[src/rtl/imem_loader_if.sv]
// Loader bus: UART byte stream and flash request in, instruction-memory write port and CPU control out.
// Latency: none (wires only).
// Backpressure: none; rx_valid is a one-cycle strobe and the memory accepts every write.
interface imem_loader_if #(
  parameter int ADDR_WIDTH = 10
);
  logic                  flash;
  logic                  rx_valid;
  logic [7:0]            rx_byte;
  logic                  wr_en;
  logic [ADDR_WIDTH-1:0] wr_addr;
  logic [31:0]           wr_data;
  logic                  cpu_hold;
  logic [ADDR_WIDTH:0]   words_loaded;
  logic                  overflow;

  // Loader side: consumes the byte stream and drives the memory write port.
  modport master (
    input  flash, rx_valid, rx_byte,
    output wr_en, wr_addr, wr_data, cpu_hold, words_loaded, overflow
  );

  // Environment side: UART receiver, flash switch, instruction memory and CPU.
  modport slave (
    output flash, rx_valid, rx_byte,
    input  wr_en, wr_addr, wr_data, cpu_hold, words_loaded, overflow
  );
endinterface

[src/rtl/imem_loader.sv]
// Assembles little-endian UART bytes into 32-bit words and writes them to instruction memory while flash is high.
// Latency: wr_en pulses the cycle after the fourth byte; a byte in the write cycle starts the next word.
// Backpressure: none; bytes beyond capacity are dropped and flagged. IMEM_LOADER_TIMEOUT_EN adds the inter-byte timeout.
module imem_loader #(
  parameter int ADDR_WIDTH     = 10,
  parameter int TIMEOUT_CYCLES = 100000
) (
  input logic           clk,
  input logic           rst,
  imem_loader_if.master bus
);

  typedef enum logic [1:0] {IDLE, COLLECT, WRITE, FULL} state_t;

  state_t                state, state_nxt;
  logic [1:0]            byte_idx;
  logic [23:0]           byte_buf;   // bytes 0..2 of the word being assembled
  logic [ADDR_WIDTH-1:0] word_addr;  // address the next completed word goes to
  logic [ADDR_WIDTH-1:0] wr_addr_q;
  logic [31:0]           wr_data_q;
  logic [ADDR_WIDTH:0]   words_q;
  logic                  ovf_q;
  logic                  hold_extra; // one extra hold cycle after returning to IDLE

  logic start, take_byte, advance, set_ovf, leave, drop, timeout_hit;

`ifdef IMEM_LOADER_TIMEOUT_EN
  localparam int TW = $clog2(TIMEOUT_CYCLES + 1);
  logic [TW-1:0] idle_cnt;

  // Fires on the TIMEOUT_CYCLES-th consecutive byte-less cycle while a word is partly assembled.
  assign timeout_hit = (state == COLLECT) && (byte_idx != 2'd0) && !bus.rx_valid &&
                       (idle_cnt == TW'(TIMEOUT_CYCLES - 1));

  // Idle counter: runs only while a partial word waits in COLLECT.
  always_ff @(posedge clk) begin
    if (rst || state != COLLECT || byte_idx == 2'd0 || bus.rx_valid || timeout_hit)
      idle_cnt <= '0;
    else
      idle_cnt <= idle_cnt + 1'b1;
  end
`else
  // No timeout: a partial word waits indefinitely (expression is constant false).
  assign timeout_hit = (TIMEOUT_CYCLES < 0);
`endif

  // State register; reset wins over every input.
  always_ff @(posedge clk) begin
    if (rst) state <= IDLE;
    else     state <= state_nxt;
  end

  // Next state and datapath strobes; flash low beats a simultaneous byte.
  always_comb begin
    state_nxt = state;
    start     = 1'b0;
    take_byte = 1'b0;
    advance   = 1'b0;
    set_ovf   = 1'b0;
    leave     = 1'b0;
    drop      = 1'b0;
    case (state)
      IDLE: begin
        if (bus.flash) begin
          state_nxt = COLLECT;
          start     = 1'b1;
        end
      end
      COLLECT: begin
        if (!bus.flash) begin
          state_nxt = IDLE;
          leave     = 1'b1;
        end else if (bus.rx_valid) begin
          take_byte = 1'b1;
          if (byte_idx == 2'd3) state_nxt = WRITE;
        end else if (timeout_hit) begin
          drop = 1'b1;
        end
      end
      WRITE: begin
        // The write always completes, even if flash has just fallen.
        advance = 1'b1;
        if (!bus.flash) begin
          state_nxt = IDLE;
          leave     = 1'b1;
        end else if (word_addr == {ADDR_WIDTH{1'b1}}) begin
          state_nxt = FULL;
          set_ovf   = bus.rx_valid;
        end else begin
          state_nxt = COLLECT;
          take_byte = bus.rx_valid;
        end
      end
      FULL: begin
        if (!bus.flash) begin
          state_nxt = IDLE;
          leave     = 1'b1;
        end else begin
          set_ovf = bus.rx_valid;
        end
      end
      default: state_nxt = IDLE;
    endcase
  end

  // Datapath: byte assembly, write-port registers, session counters and flags.
  always_ff @(posedge clk) begin
    if (rst) begin
      byte_idx   <= 2'd0;
      byte_buf   <= '0;
      word_addr  <= '0;
      wr_addr_q  <= '0;
      wr_data_q  <= '0;
      words_q    <= '0;
      ovf_q      <= 1'b0;
      hold_extra <= 1'b0;
    end else begin
      if (start) begin
        word_addr <= '0;
        byte_idx  <= 2'd0;
        words_q   <= '0;
        ovf_q     <= 1'b0;
      end
      if (take_byte) begin
        case (byte_idx)
          2'd0: byte_buf[7:0]   <= bus.rx_byte;
          2'd1: byte_buf[15:8]  <= bus.rx_byte;
          2'd2: byte_buf[23:16] <= bus.rx_byte;
          default: begin
            wr_data_q <= {bus.rx_byte, byte_buf};
            wr_addr_q <= word_addr;
          end
        endcase
        byte_idx <= byte_idx + 2'd1;
      end
      if (drop || leave) byte_idx <= 2'd0;
      if (advance) begin
        word_addr <= word_addr + 1'b1;
        words_q   <= words_q + 1'b1;
      end
      if (set_ovf) ovf_q <= 1'b1;
      hold_extra <= leave;
    end
  end

  assign bus.wr_en        = (state == WRITE) && !rst;
  assign bus.wr_addr      = wr_addr_q;
  assign bus.wr_data      = wr_data_q;
  assign bus.cpu_hold     = (state != IDLE) || hold_extra;
  assign bus.words_loaded = words_q;
  assign bus.overflow     = ovf_q;

endmodule

[src/flat_wrapper.sv]
// flat-port wrapper written by rule: the top's interface ports become plain ports
module imem_loader_flat 
#(
  parameter int ADDR_WIDTH     = 10,
  parameter int TIMEOUT_CYCLES = 100000
)
  (clk, rst, bus_flash, bus_rx_valid, bus_rx_byte, bus_wr_en, bus_wr_addr, bus_wr_data, bus_cpu_hold, bus_words_loaded, bus_overflow);
  imem_loader_if #(.ADDR_WIDTH(ADDR_WIDTH)) bus_i ();
  input logic clk;
  input logic rst;
  input wire logic [$bits(bus_i.flash)-1:0] bus_flash;
  input wire logic [$bits(bus_i.rx_valid)-1:0] bus_rx_valid;
  input wire logic [$bits(bus_i.rx_byte)-1:0] bus_rx_byte;
  output wire logic [$bits(bus_i.wr_en)-1:0] bus_wr_en;
  output wire logic [$bits(bus_i.wr_addr)-1:0] bus_wr_addr;
  output wire logic [$bits(bus_i.wr_data)-1:0] bus_wr_data;
  output wire logic [$bits(bus_i.cpu_hold)-1:0] bus_cpu_hold;
  output wire logic [$bits(bus_i.words_loaded)-1:0] bus_words_loaded;
  output wire logic [$bits(bus_i.overflow)-1:0] bus_overflow;
  assign bus_i.flash = bus_flash;
  assign bus_i.rx_valid = bus_rx_valid;
  assign bus_i.rx_byte = bus_rx_byte;
  assign bus_wr_en = bus_i.wr_en;
  assign bus_wr_addr = bus_i.wr_addr;
  assign bus_wr_data = bus_i.wr_data;
  assign bus_cpu_hold = bus_i.cpu_hold;
  assign bus_words_loaded = bus_i.words_loaded;
  assign bus_overflow = bus_i.overflow;
  imem_loader #(.ADDR_WIDTH(ADDR_WIDTH), .TIMEOUT_CYCLES(TIMEOUT_CYCLES)) u_core (.clk(clk), .rst(rst), .bus(bus_i));
endmodule
[config.mk]
export PLATFORM = sky130hd
export DESIGN_NAME = imem_loader_flat
export DESIGN_NICKNAME = d
export VERILOG_FILES = /design/src/rtl/imem_loader_if.sv /design/src/rtl/imem_loader.sv /design/src/flat_wrapper.sv
export SDC_FILE = /design/constraint.sdc
export NUM_CORES = 1
export LEC_CHECK = 0
export CAP_MARGIN = 30
export CORE_MARGIN = 5
export CORE_UTILIZATION = 53
export DETAILED_ROUTE_END_ITERATION = 6
export MAX_ROUTING_LAYER = met4
export PLACE_DENSITY = 0.86
export SLEW_MARGIN = 15
export SYNTH_ARGS = -nofsm -noshare
export SYNTH_HDL_FRONTEND = slang
export SYNTH_SLANG_ARGS = --single-unit
[constraint.sdc]
create_clock -name clk -period 2.2 [get_ports clk]
set_input_delay 0.33 -clock clk [delete_from_list [all_inputs] [get_ports clk]]
set_output_delay 0.33 -clock clk [all_outputs]
set_load 0.02 [all_outputs]
==> impl_metrics.env <==
export IMPL_peakVddDrop_uv=463.0
export IMPL_power_density_nw_per_um2=591.8
export IMPL_rows=32
export IMPL_rr_startpoint="u_core.state[1]$_SDFFE_PP0P_"
export IMPL_wl_met2_um=3891
export IMPL_outcome="completed"
export IMPL_worstPathArrival_ns=1.80
export IMPL_fin_crit_ns=2.129
export IMPL_critPathRequiredTime_ns=1.87
export IMPL_yosysWarnings=0
export IMPL_grt_pass1_wl_um=13950
export IMPL_critPathKind="flop to output pin"
export IMPL_ios=68
export IMPL_fin_crit_sh=0.9678
export IMPL_fin_skew_ns=0.01193
export IMPL_cts_root_buf="clkbuf_8"
export IMPL_min_path_cells=2
export IMPL_setup_violations=0
export IMPL_clk_pin_slew_ns=0.09
export IMPL_relSlewSlack=0.6638
export IMPL_cap_violations=0
export IMPL_initialDrtViolationCount=203
export IMPL_synth_seq_area_share=0.4510
export IMPL_antenna_found_initial=0
export IMPL_dp_slack_ns=0.2396
export IMPL_reg2reg_setup_slack_ns=0.24
export IMPL_hpwl_um=5750
export IMPL_synth_nets=430
export IMPL_fmax_ghz=0.4697
export IMPL_worst_hold_path_type="flop to flop"
export IMPL_ant_nets=0
export IMPL_final_nets=489
export IMPL_vias=2956
export IMPL_layout_common_cells="dfxtp_1, nand2b_1, mux2i_1"
export IMPL_core_area_um2=7647
export IMPL_crit_path_start="u_core.state[0]$_SDFFE_PP0P_"
export IMPL_drtPass1Iterations=4
export IMPL_final_core_util=0.6579
export IMPL_synth_seq_cells=93
export IMPL_start_util=0.5398
export IMPL_n_fill_cell=574
export IMPL_rsz0062_at_grt="no"
export IMPL_cts_buffers=9
export IMPL_critPathCapture="bus_cpu_hold"
export IMPL_wl_met3_um=311
export IMPL_place_area_um2=4835
export IMPL_min_from="u_core.bus.overflow$_SDFFE_PP0P_"
export IMPL_wl_met1_um=3948
export IMPL_routed_wirelength_um=8260
export IMPL_worst_setup_path_start_kind="flop"
export IMPL_numClockSinks=93
export IMPL_design_die_area_um2=9653
export IMPL_cts_buffer_depth=2
export IMPL_final_common_cell="dfxtp_1"
export IMPL_htreeDepth=3
export IMPL_syn_mean_instance_area_um2=10.17
export IMPL_grt_max_degree=110
export IMPL_grt_overflow=0
export IMPL_drc_errors=0
export IMPL_grt_usage=0.1810
export IMPL_yosysUniqueCellTypes=49
export IMPL_netlist_area_um2=4128
export IMPL_synthCells=406
export IMPL_finalWorstSetupSlack_ns=0.07092
export IMPL_end_kind="output pin"
export IMPL_routabilityCongestion=0.8619
export IMPL_setup_tns_ns=0
export IMPL_p_leak_nw=2.011
export IMPL_final_cell_area_um2=5031
export IMPL_slew_violations=0
export IMPL_die_width_um=98.25
export IMPL_reg2reg_depth=7
export IMPL_worstSkewPairLatency_ns=0.37
export IMPL_die_h_um=98.25
export IMPL_avgViaCountPerCell=5.168
export IMPL_r2r_end="u_core.bus.wr_data[0]$_SDFFE_PP0P_"
export IMPL_tightest_slew_ns=0.5043
export IMPL_grt_pass1_vias=2892
export IMPL_power_total_mw=2.977
export IMPL_area_growth_pct=21.89
export IMPL_drive_above_1_share=0.07447
export IMPL_critPathMaxFanout=4
export IMPL_routedWlPerCell_um=14.44
export IMPL_finalHoldViolations=0
export IMPL_portBuffers=67
export IMPL_antenna_cells=0
export IMPL_top_layer="met4"
export IMPL_cts_tree="yes"
[worst min path at each step]
stage,to,slack [ns]
6_report,u_core.bus.overflow$_SDFFE_PP0P_,0.46
2_1_floorplan,u_core.bus.wr_data[10]$_SDFFE_PP0P_,0.46
5_1_grt,u_core.bus.words_loaded[1]$_SDFFE_PP0P_,0.48
3_3_place_gp,u_core.bus.overflow$_SDFFE_PP0P_,0.44
3_5_place_dp,u_core.bus.overflow$_SDFFE_PP0P_,0.45
4_1_cts,u_core.bus.words_loaded[0]$_SDFFE_PP0P_,0.45
[layer usage]
metal | global-route usage | vias to the layer above
li1 | - | 1509
met1 | 0.2335 | 1383
met2 | 0.2785 | 54
met3 | 0.04714 | 10
met4 | 0.05777 | 0
met5 | - | -
[synthesized netlist by cell type (all sizes together)]
master,count,area [um^2]
o21ai,5,25.02
o211ai,1,7.510
ha,12,150.1
dfxtp,93,1862
mux2i,71,710.7
o22a,1,8.760
or3b,1,8.760
and3,4,26.28
or2,1,6.260
nor3b,1,7.510
o21ba,1,10.01
mux2,2,22.52
a211oi,2,15.01
o22ai,1,6.260
a21boi,1,7.510
o21bai,2,15.01
o31ai,2,15.01
nand2b,89,556.8
and4,3,27.53
nand3b,1,7.510
buf,8,72.56
and4b,1,10.01
nand2,17,66.32
and2,6,42.54
nand4,7,56.30
a22oi,2,15.01
inv,6,22.52
nor3,3,15.01
xor2,4,35.03
a41oi,1,8.760
a21o,1,7.510
nand3,12,72.57
or2b,1,7.510
a31oi,2,12.51
a311oi,5,43.79
a21oi,4,20.02
nor2,16,60.06
or4,1,7.510
clkbuf,15,56.30
[flip-flops by register name, indices dropped and copies added (netlist names)]
register	cells
u_core.bus.wr_data	32
u_core.word_addr	10
u_core.byte_buf	24
u_core.byte_idx	2
u_core.state	2
u_core.hold_extra	1
u_core.bus.words_loaded	11
u_core.bus.overflow	1
u_core.bus.wr_addr	10
[logic make-up after synthesis]
family | share of synthesized area
flip-flops | 0.4510
AO/OA/AOI/OAI | 0.05274
adder cells (fa/ha/maj) | 0.03637
XOR/XNOR | 0.008487
AND/OR/NAND/NOR | 0.2370
multiplexers | 0.1776
buffers and inverters | 0.03667
[worst max-delay path: stages (launching register included)]
cell and delay [ns]:
dfxtp_1 0.37, inv_1 0.11, ha_1 0.26, nand2b_1 0.10
clkdlybuf4s50_1 0.60
[stage by stage]
stage                     instances  hold slack (ns)
after floorplan                 406           0.4576
after global placement          556           0.4423
after detailed placement        556           0.4515
after CTS                       572           0.4544
after global routing            572           0.4843
final                           572           0.4615
[area by class of cell]
class                   instances  area [um^2]  area share
repair buffers                 71        706.9      0.1405
well taps                     102        127.6     0.02537
clock buffers                   9        123.9     0.02462
flip-flops and latches         93         1862      0.3701
clock inverters                 7        71.32     0.01418
multi-input cells             284         2117      0.4208
inverters                       6        22.52    0.004476
[what timing repair did]
| item | CTS | global route |
|---|---|---|
| hold buffers | 0 | 0 |
| endpoints found under the setup margin | 1 | 0 |
| resized for setup | 2 | 0 |
| setup buffers | 0 | 0 |
[power breakdown]
part           total [mW]  switching [mW]  leakage (nW)  internal [mW]
registers            1.69         0.00476         0.749           1.69
clock network        1.09           0.650        0.0922          0.439
logic               0.194           0.110          1.17         0.0840
Power figures use the tool's default switching activity.
